## config.mk

```make
export PLATFORM = sky130hd
export DESIGN_NAME = rsc_trellis_encoder
export DESIGN_NICKNAME = d
export VERILOG_FILES = /design/src/rtl/rsc_trellis_encoder.sv
export SDC_FILE = /design/constraint.sdc
export NUM_CORES = 1
export LEC_CHECK = 0
export BUFFER_PORTS_ARGS = -buffer_cell sky130_fd_sc_hd__buf_2
export CAP_MARGIN = 10
export CORE_AREA = 10 10 55 57
export CTS_CLUSTER_SIZE = 30
export DETAILED_ROUTE_END_ITERATION = 16
export DIE_AREA = 0 0 65 67
export PLACE_DENSITY = 0.7
export SETUP_SLACK_MARGIN = 0.1
export SYNTH_ARGS = -nofsm -noshare
export SYNTH_HDL_FRONTEND = slang
export SYNTH_SLANG_ARGS = --single-unit
```

## constraint.sdc

```tcl
create_clock -name Turbo_clk -period 1.4 [get_ports Turbo_clk]
set_clock_uncertainty 0.05 [all_clocks]
set_input_delay 0.42 -clock Turbo_clk [delete_from_list [all_inputs] [get_ports Turbo_clk]]
set_output_delay 0.42 -clock Turbo_clk [all_outputs]
set_load 0.005 [all_outputs]
```

## src/rtl/rsc_trellis_encoder.sv

```systemverilog
// 8-state recursive systematic convolutional encoder (g0=13, g1=15 octal) with
// 3-step trellis termination; emits one registered (sys, parity) pair per step.
module rsc_trellis_encoder #(
    parameter int FRAME_LEN = 61,
    parameter int CNT_W     = 6
) (
    input  logic Turbo_clk,
    input  logic rst,
    input  logic start,
    input  logic in_bit,
    input  logic in_valid,
    output logic in_ready,
    output logic sys,
    output logic parity,
    output logic Data_Valid,
    output logic enc_busy,
    output logic enc_done
);

    typedef enum logic [1:0] {
        IDLE,
        ENCODE,
        TAIL
    } fsm_t;

    fsm_t             fsm_q, fsm_d;
    logic [2:0]       trellis_q, trellis_d;
    logic [CNT_W-1:0] cnt_q, cnt_d;
    logic             sys_q, sys_d;
    logic             parity_q, parity_d;
    logic             valid_q, valid_d;
    logic             busy_q, busy_d;
    logic             done_q, done_d;

    logic             step_u;
    logic             fb;
    logic             par;

    // trellis_q = {s1, s2, s3}, s1 newest
    always_comb begin
        fb  = step_u ^ trellis_q[1] ^ trellis_q[0];
        par = fb ^ trellis_q[2] ^ trellis_q[0];
    end

    always_comb begin
        fsm_d     = fsm_q;
        trellis_d = trellis_q;
        cnt_d     = cnt_q;
        sys_d     = 1'b0;
        parity_d  = 1'b0;
        valid_d   = 1'b0;
        done_d    = 1'b0;
        step_u    = 1'b0;
        busy_d    = (fsm_q != IDLE);

        case (fsm_q)
            IDLE: begin
                if (start) begin
                    fsm_d     = ENCODE;
                    cnt_d     = '0;
                    trellis_d = 3'b000;
                end
            end
            ENCODE: begin
                if (in_valid) begin
                    step_u    = in_bit;
                    trellis_d = {fb, trellis_q[2:1]};
                    sys_d     = step_u;
                    parity_d  = par;
                    valid_d   = 1'b1;
                    cnt_d     = cnt_q + CNT_W'(1);
                    if (cnt_q == CNT_W'(FRAME_LEN - 1)) begin
                        fsm_d = TAIL;
                        cnt_d = '0;
                    end
                end
            end
            TAIL: begin
                // Choosing u = s2^s3 zeroes the feedback, flushing the register to 000
                step_u    = trellis_q[1] ^ trellis_q[0];
                trellis_d = {fb, trellis_q[2:1]};
                sys_d     = step_u;
                parity_d  = par;
                valid_d   = 1'b1;
                cnt_d     = cnt_q + CNT_W'(1);
                if (cnt_q == CNT_W'(2)) begin
                    fsm_d  = IDLE;
                    cnt_d  = '0;
                    done_d = 1'b1;
                end
            end
            default: begin
                fsm_d = IDLE;
            end
        endcase
    end

    always_ff @(posedge Turbo_clk) begin
        if (!rst) begin
            fsm_q     <= IDLE;
            trellis_q <= 3'b000;
            cnt_q     <= '0;
            sys_q     <= 1'b0;
            parity_q  <= 1'b0;
            valid_q   <= 1'b0;
            busy_q    <= 1'b0;
            done_q    <= 1'b0;
        end else begin
            fsm_q     <= fsm_d;
            trellis_q <= trellis_d;
            cnt_q     <= cnt_d;
            sys_q     <= sys_d;
            parity_q  <= parity_d;
            valid_q   <= valid_d;
            busy_q    <= busy_d;
            done_q    <= done_d;
        end
    end

    assign in_ready   = (fsm_q == ENCODE);
    assign sys        = sys_q;
    assign parity     = parity_q;
    assign Data_Valid = valid_q;
    assign enc_busy   = busy_q;
    assign enc_done   = done_q;

endmodule

```

# After elaboration in Yosys (flattened, before gate mapping)
# Index checks and enable logic that the tools add are counted.
[classes] addsub=1 eq_ne=8 muxes=20 bitwise=5 reduce_logical=6
[op_table] cell="$mux W6" n=4
[op_table] cell="$pmux W6 S3" n=1
[op_table] cell="$pmux W3 S3" n=1
[op_table] cell="$mux W2" n=4
[op_table] cell="$add A6 B1 Y6 const B" n=1
[op_table] cell="$eq A6 B2 Y1 const B" n=1
[op_table] cell="$eq A6 B6 Y1 const B" n=1
[op_table] cell="$mux W3" n=2
[op_table] cell="$ne A2 B2 Y1 const B" n=3
[op_table] cell="$pmux W1 S2" n=3
[op_table] cell="$pmux W2 S3" n=1
[op_table] cell="$xor A1 B1 Y1" n=5
[op_table] cell="$mux W1" n=4
[op_table] cell="$reduce_and A4 Y1" n=1
[op_table] cell="$reduce_and A3 Y1" n=1
[op_table] cell="$reduce_bool A3 Y1" n=1
[op_table] cell="$eq A2 B1 Y1 const B" n=1
[op_table] cell="$eq A2 B2 Y1 const B" n=1
[op_table] cell="$logic_not A2 Y1" n=1
[op_table] cell="$ne A2 B1 Y1 const B" n=1
[op_table] cell="$reduce_and A2 Y1" n=1
[op_table] cell="$reduce_bool A2 Y1" n=1
[word_totals] regBits=16 in_bits=5 output_inout_bits=6 elab_cells=48

# Depth between registers and ports, before layout
# Gate-level depths: netlist of run 1.
[depth] word_depth=8 mapped_depth=6 mapped_depth_nobuf=6

# Least setup slack after synthesis of run 1
# No wires, ideal clock.
[synth_timing] path_kind="register -> register" from="reg fsm_q[0]" to="reg parity_q, in the netlist parity" arrival_time_ns=1.404 required_ns=1.278 path_slack_ns=-0.125 path_stages_with_launch=7 path_buffers=0 period_less_slack_ns=1.525 cell_sequence="dfxtp_1 inv_1 ha_1 nand3b_1 o21ai_0 a211oi_1 mux2i_1"
[synth_via] elab_chain_cells=8 elab_cells_between_ends=9 classes_between="eq/ne (2); mux (3); bitwise (4)"
[synth_rtl] element="from (decl)" line_no="26" source="fsm_t fsm_q, fsm_d;"
[synth_rtl] element="from (signal assigned)" line_no="109" source="fsm_q <= fsm_d;"
[synth_rtl] element="$eq A2 B2 Y1 or $eq A2 B1 Y1 (tied branches)" line_no="56" source="case (fsm_q)"
[synth_rtl] element="$pmux W1 S2" line_no="56"
[synth_rtl] element="$xor A1 B1 Y1 (2 in a row)" line_no="41" source="fb = step_u ^ trellis_q[1] ^ trellis_q[0];"
[synth_rtl] element="$xor A1 B1 Y1 (2 in a row)" line_no="42" source="par = fb ^ trellis_q[2] ^ trellis_q[0];"
[synth_rtl] element="$mux W1" line_no="65" source="if (in_valid) begin"
[synth_rtl] element="$pmux W1 S2 (*)" line_no="56"
[synth_rtl] element="to (signal assigned)" line_no="113" source="parity_q <= parity_d;"
[synth_rtl] element="to (decl)" line_no="30" source="logic parity_q, parity_d;"
# Every way passes the cells marked *; elsewhere a longest branch is shown, timed or not.
# A chain may end at the register's enable or synchronous reset.

# Worst setup path after layout of run 1
[layout_timing] from="reg fsm_q[1]" to="reg cnt_q[5]"
[layout_via] elab_chain_cells=3 elab_cells_between_ends=8 classes_between="eq/ne (4); mux (1); reduce/logical (3)"
[layout_rtl] element="$eq A2 B1 Y1 (tied with other cells)" line_no="56"
[layout_rtl] element="$ne A2 B2 Y1 (no line) or $reduce_bool A3 Y1 (tied branches)"
[layout_rtl] element="$reduce_and A3 Y1 (no line)"
[layout_rtl] element="to (signal assigned)" line_no="111" source="cnt_q <= cnt_d;"
[layout_rtl] element="to (decl)" line_no="28" source="logic [CNT_W-1:0] cnt_q, cnt_d;"
# Several ways; a longest one is shown, not always the timed one.

==> impl_metrics.yaml, run 1 <==
drt:
  wire_per_inst_um: 19.65
  viasPerCell: 5.680
  routed-via-count: 994
  drtIter0Drc: 24
  antenna_left: 0
  remaining_drc_errors: 0
  wirelength_mm: 3.438
  dr.pass1.iters: 4
synth:
  syn_area_sq_um: 890.9
  syn_area_per_cell_sq_um: 8.566
  syn-num-nets: 117
  yosysWarnings: 0
  synth_ff_type: "dfxtp_1"
  async_flop_share_pct: 0
  ys_seq_area_share_pct: 35.96
  netlist_instances: 104
  synth_edf_count: 0
  yosys.cell_types.count: 30
  synth_seq_cells: 16
floorplan:
  die_x_um: 65
  fp.coreArea_sq_um: 1942
  die_area_sq_um: 4355
  ios: 11
  start_util_pct: 45.88
  rows: 16
  die_h_um: 67
setup_path:
  cp.arrival_ns: 1.86
  crit_path_start_kind: "flip-flop"
  endpoint_kind: "flip-flop"
  required_ns: 1.54
  crit_path_max_fanout: 3
  crit_type: "reg -> reg"
timing:
  drv_slew: 0
  post-route-period-util_pct: 122.2
  tns_ns: -1.614
  tightest_slew_ns: 0.3376
  slew_headroom_pct: 77.42
  timing.final.ws_setup_ns: -0.3106
  setup_viol: 12
  fin_crit_ns: 1.711
  fmax_ghz: 0.5846
  rsz0062_at_grt: "true"
  hold_viol_final: 0
final_layout:
  fin_area_sq_um: 1588
  syn2layout_area_growth_pct: 78.23
  final_util_pct: 81.77
  n_fill_cell: 112
  multiInputGateArea_sq_um: 820.8
  regArea_sq_um: 331.6
  drive_above_1_share_pct: 61.49
  final_nets: 162
  antenna_cells: 0
clock_network:
  clkLatencyLatePin_ns: 0.30
  cts_tree: "done"
  cts_inserted_buffers: 3
  clk_pin_slew_ns: 0.10
  cts-hold-fix-buffers: 0
  h-tree-depth: 1
  cts_buffer_depth: 2
  clock-sinks: 16
  root_buffer: "clkbuf_4"
power_and_ir_drop:
  p_switching_mw: 0.9827
  p_comb_share_pct: 65.1
  power.internal_mw: 1.420
  switching_share_pct: 40.90
  power_frac_seq_pct: 23.7
  irDropWorstVdd_mv: 1.282
  clkPwrFrac_pct: 11.3
  leakage_nw: 0.6185
  power.density_nw_per_um2: 1513
  power_mw: 2.403
placed_design:
  pre_cts_ws_ns: -0.07567
  post_dp_cell_area_sq_um: 1170
  port_buffers: 10
  dp_hpwl_mm: 1.676
  gp_congestion: 0.8538
outcome:
  outcome: "complete, but fails checks"
  failed_checks: "setup timing"
worst_hold_path:
  min_path_type: "in -> reg"
global_route:
  grt_pass1_wl_mm: 4.712
  grt_antenna_before_repair: 0
  first_global_vias: 1015
  track_usage_pct: 13.84
  grt_max_degree: 10
  grt_remaining_overflow: 0
run:
  max_cap_violations: 0
[per-stage QoR]
step | std cells | hold slack [ns]
floorplan | 104 | 0.4014
global placement | 157 | 0.4236
detailed placement | 157 | 0.4251
CTS | 170 | 0.4200
global route | 175 | 0.4314
finish | 175 | 0.4326
[worst max-delay path, cell delays in order (launching register included)]
cell	delay, ns
dfxtp_4	0.37
buf_6	0.13
ha_4	0.16
nand4b_1	0.31
nor4_4	0.30
xnor2_1	0.20
nor2_1	0.09
[Yosys cell counts (all sizes together) (2+ instances only)]
| cell | instances | area share [%] |
|---|---|---|
| dfxtp | 16 | 36 |
| nand2 | 13 | 5.5 |
| nor2 | 9 | 3.8 |
| ha | 8 | 11 |
| inv | 7 | 2.9 |
| nand3 | 7 | 3.9 |
| a21oi | 5 | 2.8 |
| nor3 | 5 | 3.4 |
| a211oi | 3 | 3.1 |
| mux2i | 3 | 3.4 |
| nor2b | 3 | 2.1 |
| xnor2 | 3 | 2.9 |
| a32o | 2 | 2.2 |
| and3 | 2 | 1.4 |
| nand2b | 2 | 1.4 |
| nor4 | 2 | 2.8 |
| o21ai | 2 | 1.1 |
| xor2 | 2 | 2.0 |
[cell type report]
class                   count  share of cell area [%]
multi-input cells          80                   51.69
well taps                  27                   2.128
repair buffers             41                   21.36
flip-flops and latches     16                   20.88
inverters                   7                   2.285
clock inverters             1                  0.2364
clock buffers               3                   1.418
[cell usage in the layout (no fill, tap or decap), types with 4 or more instances in the layout]
cell,instances
ha_4,5
nand2_1,11
buf_4,20
a21oi_2,4
buf_2,9
inv_4,4
dfxtp_1,11
nor2_1,7
buf_6,11
[metal layers]
metal	wire length (um)	track usage, %	up-vias
met5	0	0	-
met4	167	7.754	0
met3	246	4.013	15
met2	1655	24.01	53
met1	1369	14.78	474
li1	-	-	452
[power by group through the flow]
stage | Combinational (mW) | Clock, mW | Sequential (mW)
after global placement | 0.869 | 0 | 0.580
after CTS | 1.32 | 0.268 | 0.566
after floorplan | 0.544 | 0 | 0.581
final | 1.56 | 0.271 | 0.568
after global routing | 1.64 | 0.285 | 0.575
after detailed placement | 0.883 | 0 | 0.585
[sequential cells by signal, indices dropped and copies added (netlist names)]
name        flops
trellis_q       3
sys             1
enc_done        1
cnt_q           6
enc_busy        1
Data_Valid      1
fsm_q           2
parity          1
[final timing paths]
check	start	endpoint	slack [ns]	cells after the start
worst max-delay path	fsm_q[1]	cnt_q[5]	-0.31	6
worst min-delay path	rst	trellis_q[2]	0.43	2
worst max register to register	fsm_q[1]	cnt_q[5]	-0.31	6
worst min register to register	trellis_q[2]	parity	0.47	2
[cells by family after synthesis]
logic type	count (synthesis)	synth area share, %
flip-flops	16	35.96
multiplexers	3	3.371
XOR/XNOR	5	4.917
buffers and inverters	8	3.511
AND/OR/NAND/NOR	48	28.23
AO/OA/AOI/OAI	16	12.78
adder cells (fa/ha/maj)	8	11.24
[what timing repair did]
action                                  in CTS  in global routing
endpoints found under the setup margin      13                 15
pin swaps                                   21                 13
resized for setup                           46                 13
setup buffers                                9                  5
gates cloned                                 0                  0
No activity file was read; power rests on OpenSTA's default activity.
==> inputs of run 2 (changes only) <==
clock period = 1.5 ns   (was 1.4 ns; I/O delays follow)
==> run 2 against run 1 <==
Against the previous run:
- the run still ends with setup timing left
- clock-buffer cell count unchanged
- largest power group unchanged
- highest routed layer unchanged
- cell count is 7.4% lower
- critical path type is now reg -> out
- cell area is 13% lower
==> impl_metrics.yaml, run 2 (synthesis gave the netlist of run 1 again) <==
final_layout:
  syn2layout_area_growth_pct: 55.34
  top_regs: "cnt_q x6, trellis_q x3, fsm_q x2"
  largest_reg_flops: 6
  layout_commonest_cell: "buf_4"
  final_cell_mix: "17 x buf_4, 11 x nand2_1, 10 x dfxtp_1, 10 x buf_2, 7 x nor2_1"
  regMostFlops: "cnt_q"
  fin_cells: 162
  final_nets: 150
  fin_area_sq_um: 1384
  drive_above_1_share_pct: 54.07
  antenna_cells: 0
global_route:
  first_global_vias: 886
  track_usage_pct: 11.75
  grt_pass1_wl_mm: 4.146
  grt_antenna_before_repair: 0
  grt_max_degree: 9
  grt_remaining_overflow: 0
timing:
  rsz0062_at_grt: "true"
  hold_viol_final: 0
  tightest_slew_ns: 0.2763
  fin_crit_ns: 1.533
  fmax_ghz: 0.6523
  setup_viol: 1
  post-route-period-util_pct: 102.2
  slew_headroom_pct: 81.52
  drv_slew: 0
  timing.final.ws_setup_ns: -0.03313
setup_path:
  crit_path_max_fanout: 5
  endpoint_kind: "output pin"
  reg2reg_depth: 6
  cp.arrival_ns: 1.03
  r2r_slack_ns: 0.01
  max_stage_delay_ns: 0.40
  r2r-start: "fsm_q[1]"
  required_ns: 1.00
  slowest_stage: "dfxtp_4"
  critPathBufInv: 2
  crit_path_cell_trace: "inv_6 -> ha_4 -> buf_6"
  crit_type: "reg -> out"
  crit_path_start_kind: "flip-flop"
  critical_path.top_delay_family: "flip-flops"
  r2r-end: "cnt_q[4]"
floorplan:
  start_util_pct: 45.88
  die_area_sq_um: 4355
  fp.coreArea_sq_um: 1942
  rows: 16
  die_h_um: 67
  ios: 11
  die_x_um: 65
placed_design:
  port_buffers: 10
  dpl.cell_count: 147
  dp_hpwl_mm: 1.588
  pre_cts_ws_ns: -0.05043
  gp_congestion: 0.8133
  post_dp_cell_area_sq_um: 1062
run:
  max_cap_violations: 0
drt:
  wirelength_mm: 2.750
  remaining_drc_errors: 0
  met3_length_um: 174
  wl_met1_mm: 1.119
  antenna_left: 0
  met2WireLength_mm: 1.376
  viasPerCell: 5.531
  wire_per_inst_um: 16.98
  routed.top_layer: "met4"
  routed-via-count: 896
  dr.pass1.iters: 4
  drtIter0Drc: 39
clock_network:
  cts_buffer_depth: 2
  clock-sinks: 16
  cts-hold-fix-buffers: 0
  root_buffer: "clkbuf_4"
  cts_inserted_buffers: 3
  h-tree-depth: 1
  clk_pin_slew_ns: 0.09
  clkLatencyLatePin_ns: 0.29
  cts_tree: "done"
worst_hold_path:
  holdPathEnd: "fsm_q[1]"
  hold_path_depth: 3
  min_path_type: "in -> reg"
  hold_start: "rst"
power_and_ir_drop:
  irDropWorstVdd_mv: 0.9886
  leakage_nw: 0.5465
  power.density_nw_per_um2: 1358
  power_mw: 1.880
outcome:
  outcome: "complete, but fails checks"
  failed_checks: "setup timing"
-- run 2: changes by cell type in the layout (fill, tap and decap cells not counted), moves of 2 or more --
| cell | before | now |
|---|---|---|
| a21oi_1 | 0 | 3 |
| buf_6 | 11 | 2 |
| o21ai_2 | 2 | 0 |
| buf_4 | 20 | 17 |
| nor4_4 | 2 | 0 |
| a21oi_2 | 4 | 2 |
| nor4_2 | 0 | 2 |
| inv_4 | 4 | 1 |
| inv_6 | 0 | 3 |
-- run 2: report_power, final --
| group | total [mW] | switching, mW | internal (mW) |
|---|---|---|---|
| sequential | 0.543 | 0.0637 | 0.479 |
| clock | 0.232 | 0.138 | 0.0934 |
| combinational | 1.11 | 0.579 | 0.526 |
| total | 1.88 | 0.781 | 1.10 |
-- run 2: through the flow --
step	util (%)	hold slack (ns)	setup TNS, ns
6_report	71.26	0.4300	-0.03313
5_1_grt	71.26	0.4457	-0.3276
4_1_cts	63.40	0.4327	0
3_5_place_dp	54.70	0.4303	-0.1654
3_3_place_gp	54.70	0.4228	-0.01436
2_1_floorplan	-	0.4014	0
-- run 2: how the worst max path moves through the flow --
| stage | startpoint | to | slack, ns | cells after the start |
|---|---|---|---|---|
| global placement | fsm_q[0] | parity | -0.008 | 6 |
| finish | fsm_q[1] | in_ready | -0.03 | 3 |
| global route | fsm_q[0] | cnt_q[3] | -0.06 | 6 |
| detailed placement | fsm_q[0] | cnt_q[0] | -0.05 | 6 |
| CTS | fsm_q[1] | in_ready | 0.008 | 3 |
| floorplan | fsm_q[0] | parity | 0.09 | 5 |
-- run 2: layer usage --
layer  up-vias  track usage, %
li1        424               -
met1       427           14.19
met2        33           19.46
met3        12           2.843
met4         0           4.813
met5         -               0
-- run 2: area by class of cell --
cell class,count,area (sq um)
Multi-Input combinational cell,80,750.7
Fill cell,148,558.0
Sequential cell,16,332.8
Timing Repair Buffer,29,200.2
Inverter,7,43.79
Tap cell,27,33.78
Clock buffer,3,22.52
-- run 2: worst reg2reg max path, stage by stage (launching register included) --
cell	delay, ns
dfxtp_4	0.40
inv_6	0.05
ha_4	0.18
nor2b_4	0.15
nor4_2	0.31
xnor2_1	0.16
nor2_1	0.08
-- run 2: what timing repair did --
item | in CTS | in global routing
buffers inserted | 7 | 5
gates resized for setup | 28 | 27
setup endpoints to repair | 13 | 13
pin swaps | 10 | 21
